**src/rtl/debounce_pkg.sv**
```systemverilog
// Shared types and default parameter values for the sync_debounce block.
// The optional glitch counter is enabled by defining DEBOUNCE_GLITCH_CNT_EN.
package debounce_pkg;

    typedef enum logic {
        IDLE   = 1'b0,
        SETTLE = 1'b1
    } state_t;

    localparam int   DEF_STABLE_CYCLES = 1000;
    localparam logic DEF_RESET_LEVEL   = 1'b0;
    localparam int   DEF_GLITCH_W      = 8;

endpackage

```
**src/rtl/db_sat_counter.sv**
```systemverilog
// Saturating up-counter with synchronous clear; clear wins over increment.
// Used for both the qualification counter and the glitch counter.
module db_sat_counter
    import debounce_pkg::*;
#(
    parameter int W = 8
) (
    input  logic         clk,
    input  logic         rst,
    input  logic         inc,
    input  logic         clr,
    output logic [W-1:0] q
);

    localparam logic [W-1:0] Q_MAX = {W{1'b1}};

    logic [W-1:0] q_reg;
    logic [W-1:0] q_next;

    always_comb begin
        q_next = q_reg;
        if (clr) begin
            q_next = '0;
        end else if (inc && (q_reg != Q_MAX)) begin
            q_next = q_reg + 1'b1;
        end
    end

    always_ff @(posedge clk) begin
        if (rst) begin
            q_reg <= '0;
        end else begin
            q_reg <= q_next;
        end
    end

    assign q = q_reg;

endmodule

```
**src/rtl/sync_debounce.sv**
```systemverilog
// Debouncer with rise/fall pulse outputs for an already-synchronised input.
// Define DEBOUNCE_GLITCH_CNT_EN to add the saturating rejected-bounce counter.
module sync_debounce
    import debounce_pkg::*;
#(
    parameter int   STABLE_CYCLES = DEF_STABLE_CYCLES,
    parameter logic RESET_LEVEL   = DEF_RESET_LEVEL
`ifdef DEBOUNCE_GLITCH_CNT_EN
    ,
    parameter int   GLITCH_W      = DEF_GLITCH_W
`endif
) (
    input  logic                clk,
    input  logic                rst,
    input  logic                sync_in,
    output logic                db_level,
    output logic                rise_pulse,
    output logic                fall_pulse,
    output logic                busy
`ifdef DEBOUNCE_GLITCH_CNT_EN
    ,
    output logic [GLITCH_W-1:0] glitch_cnt
`endif
);

    localparam int CNT_W = $clog2(STABLE_CYCLES + 1);
    // Counter value on the edge that samples the final qualifying value.
    localparam logic [CNT_W-1:0] CNT_LAST = CNT_W'(STABLE_CYCLES - 1);

    state_t           state_reg;
    state_t           state_next;
    logic             level_reg;
    logic             level_next;
    logic             rise_reg;
    logic             rise_next;
    logic             fall_reg;
    logic             fall_next;
    logic             cnt_inc;
    logic             cnt_clr;
    logic             accept;
    logic             differ;
    logic [CNT_W-1:0] cnt;

    assign differ = (sync_in != level_reg);

    db_sat_counter #(
        .W (CNT_W)
    ) u_qual_cnt (
        .clk (clk),
        .rst (rst),
        .inc (cnt_inc),
        .clr (cnt_clr),
        .q   (cnt)
    );

    always_comb begin
        state_next = state_reg;
        level_next = level_reg;
        rise_next  = 1'b0;
        fall_next  = 1'b0;
        cnt_inc    = 1'b0;
        cnt_clr    = 1'b0;
        accept     = 1'b0;
        case (state_reg)
            IDLE: begin
                if (!differ) begin
                    cnt_clr = 1'b1;
                end else if (STABLE_CYCLES == 1) begin
                    accept  = 1'b1;
                    cnt_clr = 1'b1;
                end else begin
                    cnt_inc    = 1'b1;
                    state_next = SETTLE;
                end
            end
            SETTLE: begin
                if (!differ) begin
                    cnt_clr    = 1'b1;
                    state_next = IDLE;
                end else if (cnt == CNT_LAST) begin
                    accept     = 1'b1;
                    cnt_clr    = 1'b1;
                    state_next = IDLE;
                end else begin
                    cnt_inc = 1'b1;
                end
            end
            default: begin
                cnt_clr    = 1'b1;
                state_next = IDLE;
            end
        endcase
        if (accept) begin
            level_next = ~level_reg;
            rise_next  = ~level_reg;
            fall_next  = level_reg;
        end
    end

    always_ff @(posedge clk) begin
        if (rst) begin
            state_reg <= IDLE;
            level_reg <= RESET_LEVEL;
            rise_reg  <= 1'b0;
            fall_reg  <= 1'b0;
        end else begin
            state_reg <= state_next;
            level_reg <= level_next;
            rise_reg  <= rise_next;
            fall_reg  <= fall_next;
        end
    end

    assign db_level   = level_reg;
    assign rise_pulse = rise_reg;
    assign fall_pulse = fall_reg;
    assign busy       = (state_reg == SETTLE);

`ifdef DEBOUNCE_GLITCH_CNT_EN
    // A bounce is any matching sample seen while a candidate is being qualified.
    logic glitch_inc;
    assign glitch_inc = (state_reg == SETTLE) && !differ;

    db_sat_counter #(
        .W (GLITCH_W)
    ) u_glitch_cnt (
        .clk (clk),
        .rst (rst),
        .inc (glitch_inc),
        .clr (1'b0),
        .q   (glitch_cnt)
    );
`endif

endmodule

```
**config.mk**
```make
export PLATFORM = sky130hd
export DESIGN_NAME = sync_debounce
export DESIGN_NICKNAME = d
export VERILOG_FILES = /design/src/rtl/debounce_pkg.sv /design/src/rtl/db_sat_counter.sv /design/src/rtl/sync_debounce.sv
export SDC_FILE = /design/constraint.sdc
export NUM_CORES = 1
export LEC_CHECK = 0
export ABC_AREA = 1
export BUFFER_PORTS_ARGS = -buffer_cell sky130_fd_sc_hd__buf_4
export CAP_MARGIN = 20
export CELL_PAD_IN_SITES_DETAIL_PLACEMENT = 0
export CELL_PAD_IN_SITES_GLOBAL_PLACEMENT = 1
export CORE_MARGIN = 3
export CORE_UTILIZATION = 44
export CTS_CLUSTER_SIZE = 28
export DETAILED_ROUTE_END_ITERATION = 7
export PLACE_DENSITY_LB_ADDON = 0.1
export SLEW_MARGIN = 15
export SYNTH_ARGS = -nofsm -noshare
export SYNTH_HDL_FRONTEND = slang
export SYNTH_SLANG_ARGS = --single-unit
```
**constraint.sdc**
```tcl
create_clock -name clk -period 2.65 [get_ports clk]
set_input_delay 0.3975 -clock clk [delete_from_list [all_inputs] [get_ports clk]]
set_output_delay 0.3975 -clock clk [all_outputs]
set_load 0.02 [all_outputs]
```
==> impl_metrics.json, run 1 <==
{
  "status": "complete, no violations",
  "die_width_um": 47.4,
  "syn_nets": 103,
  "synth_area_leaders": "dfxtp_1 (37%), nand2_1 (13%), nor2_1 (5.5%), inv_1 (5.0%), a21oi_1 (4.7%)",
  "timing.rr.start": "u_qual_cnt.q[0]",
  "cp.required_ns": 2.86,
  "syn_inst": 99,
  "hp-class": "input port to flop",
  "rsz0062_at_grt": "no",
  "maxClockFrequency_ghz": 0.665,
  "postCtsHoldBufs": 0,
  "nets": 114,
  "syn_area_per_cell_um2": 7.61,
  "ios": 7,
  "clock_path_buffers": 2,
  "synth_area_leader_cell": "dfxtp_1",
  "min_to": "db_level",
  "rows": 14,
  "path_cells": "ha_1 > nand2_1 > nor2_2 > nand2_4 > nand3_2 > nand2_1 > a21oi_1",
  "final_core_util_pct": 53.9,
  "die_area_um2": 2240,
  "largest_reg_flops": 10,
  "holdPathStages": 2,
  "hp-start": "rst",
  "first_global_vias": 571,
  "slowest_stage": "dfxtp_1",
  "cp_max_fo": 7,
  "skew_ns": 0.00510,
  "first_iter_violations": 17,
  "finalSetupViolCount": 0,
  "grt_pass1_wl_mm": 2.53,
  "clock_latency_ns": 0.28,
  "power_per_cell_area_nw_per_um2": 425,
  "crit_path_start_kind": "flop",
  "max_stage_delay_ns": 0.38,
  "drv_cap": 0,
  "yosysUniqueCellTypes": 23,
  "fin_tns_setup_ns": 0,
  "ir_drop_mv": 0.312,
  "synth_top_area_share_pct": 37.2,
  "cts_tree": "built",
  "maxSlewHeadroom_pct": 80.0,
  "critPathArrivalTime_ns": 1.71,
  "io_buffers": 6,
  "viasPerCell": 5.13,
  "hold_violations": 0,
  "drive_above_1_share_pct": 20.4,
  "start_util_pct": 48.3,
  "reg2reg_to": "u_qual_cnt.q[5]",
  "grt_overflow_total": 0,
  "final_antenna_net_count": 0,
  "async_flop_share_pct": 0,
  "hpwl_mm": 1.04,
  "gp_congestion": 0.755,
  "fp.dieH_um": 47.4,
  "yosysSeqAreaShare_pct": 37.2,
  "synth_edf_count": 0,
  "rrSetupSlack_ns": 1.15,
  "power_w": 0.000357,
  "layout.cells.most_common": "nand2_1",
  "synth-main-ff-cell": "dfxtp_1",
  "worstSetupEndpointType": "flop",
  "fill_cells": 153,
  "dpl_cell_area_um2": 818,
  "worstSetupPathType": "flop to flop",
  "post_cts_buffers": 0,
  "area_delta_synth_final_pct": 11.6,
  "layout_common_cells": "nand2_1 (27), dfxtp_1 (14), nor2_1 (11)",
  "grt_max_degree": 11,
  "clock-root-buffer": "clkbuf_4",
  "p_leak_nw": 0.372,
  "fp.coreArea_um2": 1560,
  "vias": 636,
  "fin_crit_sh_pct": 56.8,
  "routed_wl_mm": 1.45,
  "dr.pass1.iters": 4,
  "antenna_found_initial": 0,
  "period_needed_ns": 1.50,
  "ff2ff_path_depth": 7,
  "stdcell_area_um2": 841,
  "clk_pin_slew_ns": 0.08,
  "cts_resized": 0,
  "tightest_slew_ns": 0.299,
  "antenna_cells": 0,
  "grt_usage_pct": 16.1,
  "cpMostUsedCell": "nand2_1",
  "timing.hold.ws_ns": 0.281,
  "htree_levels": 1,
  "wl_per_cell_um": 11.7,
  "drc": 0,
  "cts_buffers": 3,
  "synth-seq-cells": 14,
  "syn_area_um2": 753,
  "cts.sinks": 14,
  "finalMaxSlewViolations": 0,
  "yosysWarnings": 0
}
[per-layer routing]
metal / track usage (%) / wire, um / up-vias
li1: - / - / 332
met1: 20.9 / 665 / 281
met2: 26.5 / 705 / 20
met3: 2.30 / 58 / 3
met4: 6.63 / 23 / 0
met5: 0 / 0 / -
[synthesized netlist by cell type, types with 2 or more instances]
library cell	number
a21oi_1	7
dfxtp_1	14
nand3_1	2
nand3b_1	2
inv_2	2
inv_1	10
nand2_2	2
nand2_1	27
xor2_1	4
nor2_1	11
nor3_1	4
nand2_4	2
nor2_2	2
[through the flow]
| step | worst slack (ns) | instances |
|---|---|---|
| floorplan | 1.32 | 99 |
| global route | 0.974 | 124 |
| CTS | 1.14 | 124 |
| finish | 1.15 | 124 |
| detailed placement | 1.17 | 121 |
| global placement | 1.19 | 121 |
[critical path, delay by kind of cell, from the launching register on]
kind                     cells  cell delay, ns
AO/OA/AOI/OAI                1            0.14
adder cells (fa/ha/maj)      1            0.21
AND/OR/NAND/NOR              5            0.70
flip-flops                   1            0.38
[worst max-delay path by stage]
| stage | startpoint | endpoint | slack [ns] |
|---|---|---|---|
| CTS | u_qual_cnt.q[0] | u_qual_cnt.q[5] | 1.14 |
| global placement | u_qual_cnt.q[0] | u_qual_cnt.q[9] | 1.19 |
| floorplan | u_qual_cnt.q[0] | u_qual_cnt.q[0] | 1.32 |
| finish | u_qual_cnt.q[0] | u_qual_cnt.q[5] | 1.15 |
| detailed placement | u_qual_cnt.q[0] | u_qual_cnt.q[9] | 1.17 |
| global route | u_qual_cnt.q[0] | u_qual_cnt.q[9] | 0.97 |
[logic make-up (layout without fill, tap and decap cells)]
kind of cell / after synthesis / in the layout / share of synthesized area, %
flip-flops: 14 / 14 / 37.2
XOR/XNOR: 5 / 5 / 6.81
AND/OR/NAND/NOR: 58 / 58 / 42.0
adder cells (fa/ha/maj): 1 / 1 / 1.66
buffers and inverters: 12 / 21 / 5.98
AO/OA/AOI/OAI: 9 / 9 / 6.31
[layout make-up]
class                      count  area [um^2]  share of cell area, %
multi-input combinational     73          428                   50.9
sequential                    14          280                   33.3
timing repair buffer           6         45.0                   5.36
inverter                      12         45.0                   5.36
clock buffer                   3         22.5                   2.68
tap                           16         20.0                   2.38
[power by group]
group	switching [W]	internal (W)	leakage [nW]
Clock	0.0000674	0.0000527	0.0138
Combinational	0.0000153	0.00000781	0.245
Sequential	0.00000148	0.000212	0.113
Total	0.0000842	0.000273	0.372
(Power assumes the default switching activity.)
==> inputs of run 2 (changes only) <==
CORE_UTILIZATION = 37   (was 44)
clock period = 1.27 ns   (was 2.65 ns; I/O delays follow)
==> run 2 against run 1 <==
The flow now finishes with violations (negative setup slack). Global-route usage is 2.0 points lower. Highest routed layer is now met3. Critical path depth grew 2. Sequential power rose by 110%. Sequential share of layout area down 7.8 points. Critical endpoint is now u_qual_cnt.q[9]. Wire length is 16% higher.
==> impl_metrics.json, run 2 (synthesis results as in run 1) <==
{
  "fill_cells": 186,
  "finalMaxSlewViolations": 0,
  "clk_pin_slew_ns": 0.08,
  "cts_buffers": 3,
  "intPower_w": 0.000585,
  "reg2reg_to": "u_qual_cnt.q[9]",
  "period_needed_ns": 1.29,
  "vias": 713,
  "p_comb_share_pct": 9.7,
  "largest_reg_flops": 10,
  "critPathArrivalTime_ns": 1.46,
  "hp-start": "rst",
  "die_area_um2": 2610,
  "p_leak_nw": 0.496,
  "start_util_pct": 41.4,
  "nets": 135,
  "p_sw_w": 0.000181,
  "clock_latency_ns": 0.27,
  "first_global_vias": 683,
  "dr.pass1.iters": 7,
  "postCtsHoldBufs": 0,
  "grt_usage_pct": 14.1,
  "fin_tns_setup_ns": -0.0372,
  "timing.rr.start": "u_qual_cnt.q[1]",
  "power_per_cell_area_nw_per_um2": 689,
  "min_to": "db_level",
  "p_sw_share_pct": 23.6,
  "fp.dieH_um": 51.1,
  "clkPwrFrac_pct": 31.8,
  "hold_violations": 0,
  "ir_drop_mv": 0.567,
  "die_width_um": 51.1,
  "clock-root-buffer": "clkbuf_4",
  "layout_common_cells": "nand2_1 (24), buf_4 (24), dfxtp_1 (11)",
  "cp_max_fo": 3,
  "drive_above_1_share_pct": 45.7,
  "area_delta_synth_final_pct": 47.5,
  "finalWorstSetupSlack_ns": -0.0168,
  "worstSetupPathType": "flop to flop",
  "antenna_cells": 0,
  "hpwl_mm": 1.20,
  "ios": 7,
  "viasPerCell": 4.63,
  "finalSetupViolCount": 4,
  "rsz0062_at_grt": "yes",
  "skew_ns": 0.00152,
  "gp_congestion": 0.782,
  "cts_tree": "built",
  "io_buffers": 6,
  "fin_crit_sh_pct": 101,
  "cts.sinks": 14,
  "cp.required_ns": 1.44,
  "holdPathStages": 2,
  "clock_path_buffers": 2,
  "tightest_slew_ns": 0.277,
  "status": "complete, but fails checks",
  "grt_max_degree": 11,
  "violations": "negative setup slack",
  "grt_overflow_total": 0,
  "drc": 0,
  "fp.coreArea_um2": 1820,
  "timing.hold.ws_ns": 0.0858,
  "worstSetupEndpointType": "flop",
  "first_iter_violations": 17,
  "wl_per_cell_um": 11.0,
  "maxClockFrequency_ghz": 0.777,
  "hp-class": "input port to flop",
  "drv_cap": 0,
  "final_antenna_net_count": 0,
  "rows": 15,
  "crit_path_start_kind": "flop",
  "grt_pass1_wl_mm": 2.77,
  "ff2ff_path_depth": 9,
  "rrSetupSlack_ns": -0.02,
  "maxSlewHeadroom_pct": 81.5,
  "htree_levels": 1,
  "routed_wl_mm": 1.69,
  "antenna_found_initial": 0,
  "pwr-share-seq_pct": 58.5
}
==> run 2: changes by cell type in the layout (fill, tap and decap cells not counted), moves of 3 or more <==
cell	delta
a21oi_2	+3
dfxtp_1	-3
buf_4	+18
dfxtp_2	+3
nor2_4	+4
nand2_4	+3
nand2_1	-3
a21oi_1	-3
nor2_1	-3
==> run 2: critical path, stage by stage (launching register included) <==
cell	delay, ns
dfxtp_2	0.36
ha_4	0.16
nand2_2	0.08
nor2_4	0.15
nand2_4	0.08
inv_2	0.07
nor2_4	0.04
buf_4	0.13
nand2_1	0.06
a21oi_2	0.05
==> run 2: how the worst max path moves through the flow <==
stage,start,endpoint,depth (start not counted)
after floorplan,u_qual_cnt.q[0],u_qual_cnt.q[0],10
after global placement,u_qual_cnt.q[1],u_qual_cnt.q[9],9
after detailed placement,u_qual_cnt.q[1],u_qual_cnt.q[8],7
after CTS,u_qual_cnt.q[0],u_qual_cnt.q[1],9
after global routing,u_qual_cnt.q[1],u_qual_cnt.q[5],9
final,u_qual_cnt.q[1],u_qual_cnt.q[9],9
==> run 2: final cells by class <==
cell class                 instances  area, um^2  share of cell area, %
multi-input combinational         74         526                   47.3
sequential                        14         284                   25.6
timing repair buffer              26         203                   18.2
inverter                          12        45.0                   4.05
tap                               25        31.3                   2.82
clock buffer                       3        22.5                   2.03
==> run 2: per-layer routing <==
metal	vias up	track usage, %	share of wire, %
met1	331	16.4	46
met2	11	23.8	51
met5	-	0	0
met4	0	6.73	0
met3	0	3.50	2.4
li1	371	-	-
==> run 2: power by group through the flow <==
stage	logic [W]	clock network (W)	registers, W
after floorplan	0.0000297	0	0.000458
after global placement	0.0000600	0	0.000456
after detailed placement	0.0000604	0	0.000456
after CTS	0.0000627	0.000256	0.000448
after global routing	0.0000810	0.000285	0.000449
final	0.0000742	0.000243	0.000448
==> run 2: timing repair <==
action | in CTS | in global routing
setup buffers | 0 | 0
setup endpoints to repair | 9 | 11
pin swaps | 4 | 8
resized for setup | 9 | 16
cloned | 0 | 1
==> run 2: stage by stage <==
stage	util [%]	power, W	cells	area, um^2	worst slack, ns
6_report	61.0	0.000766	154	1110	-0.0168
3_5_place_dp	54.1	0.000516	150	985	-0.0523
3_3_place_gp	54.1	0.000516	150	985	-0.0259
5_1_grt	61.0	0.000814	154	1110	-0.0813
4_1_cts	57.4	0.000766	153	1040	-0.00157
2_1_floorplan	-	0.000488	99	758	0.00145
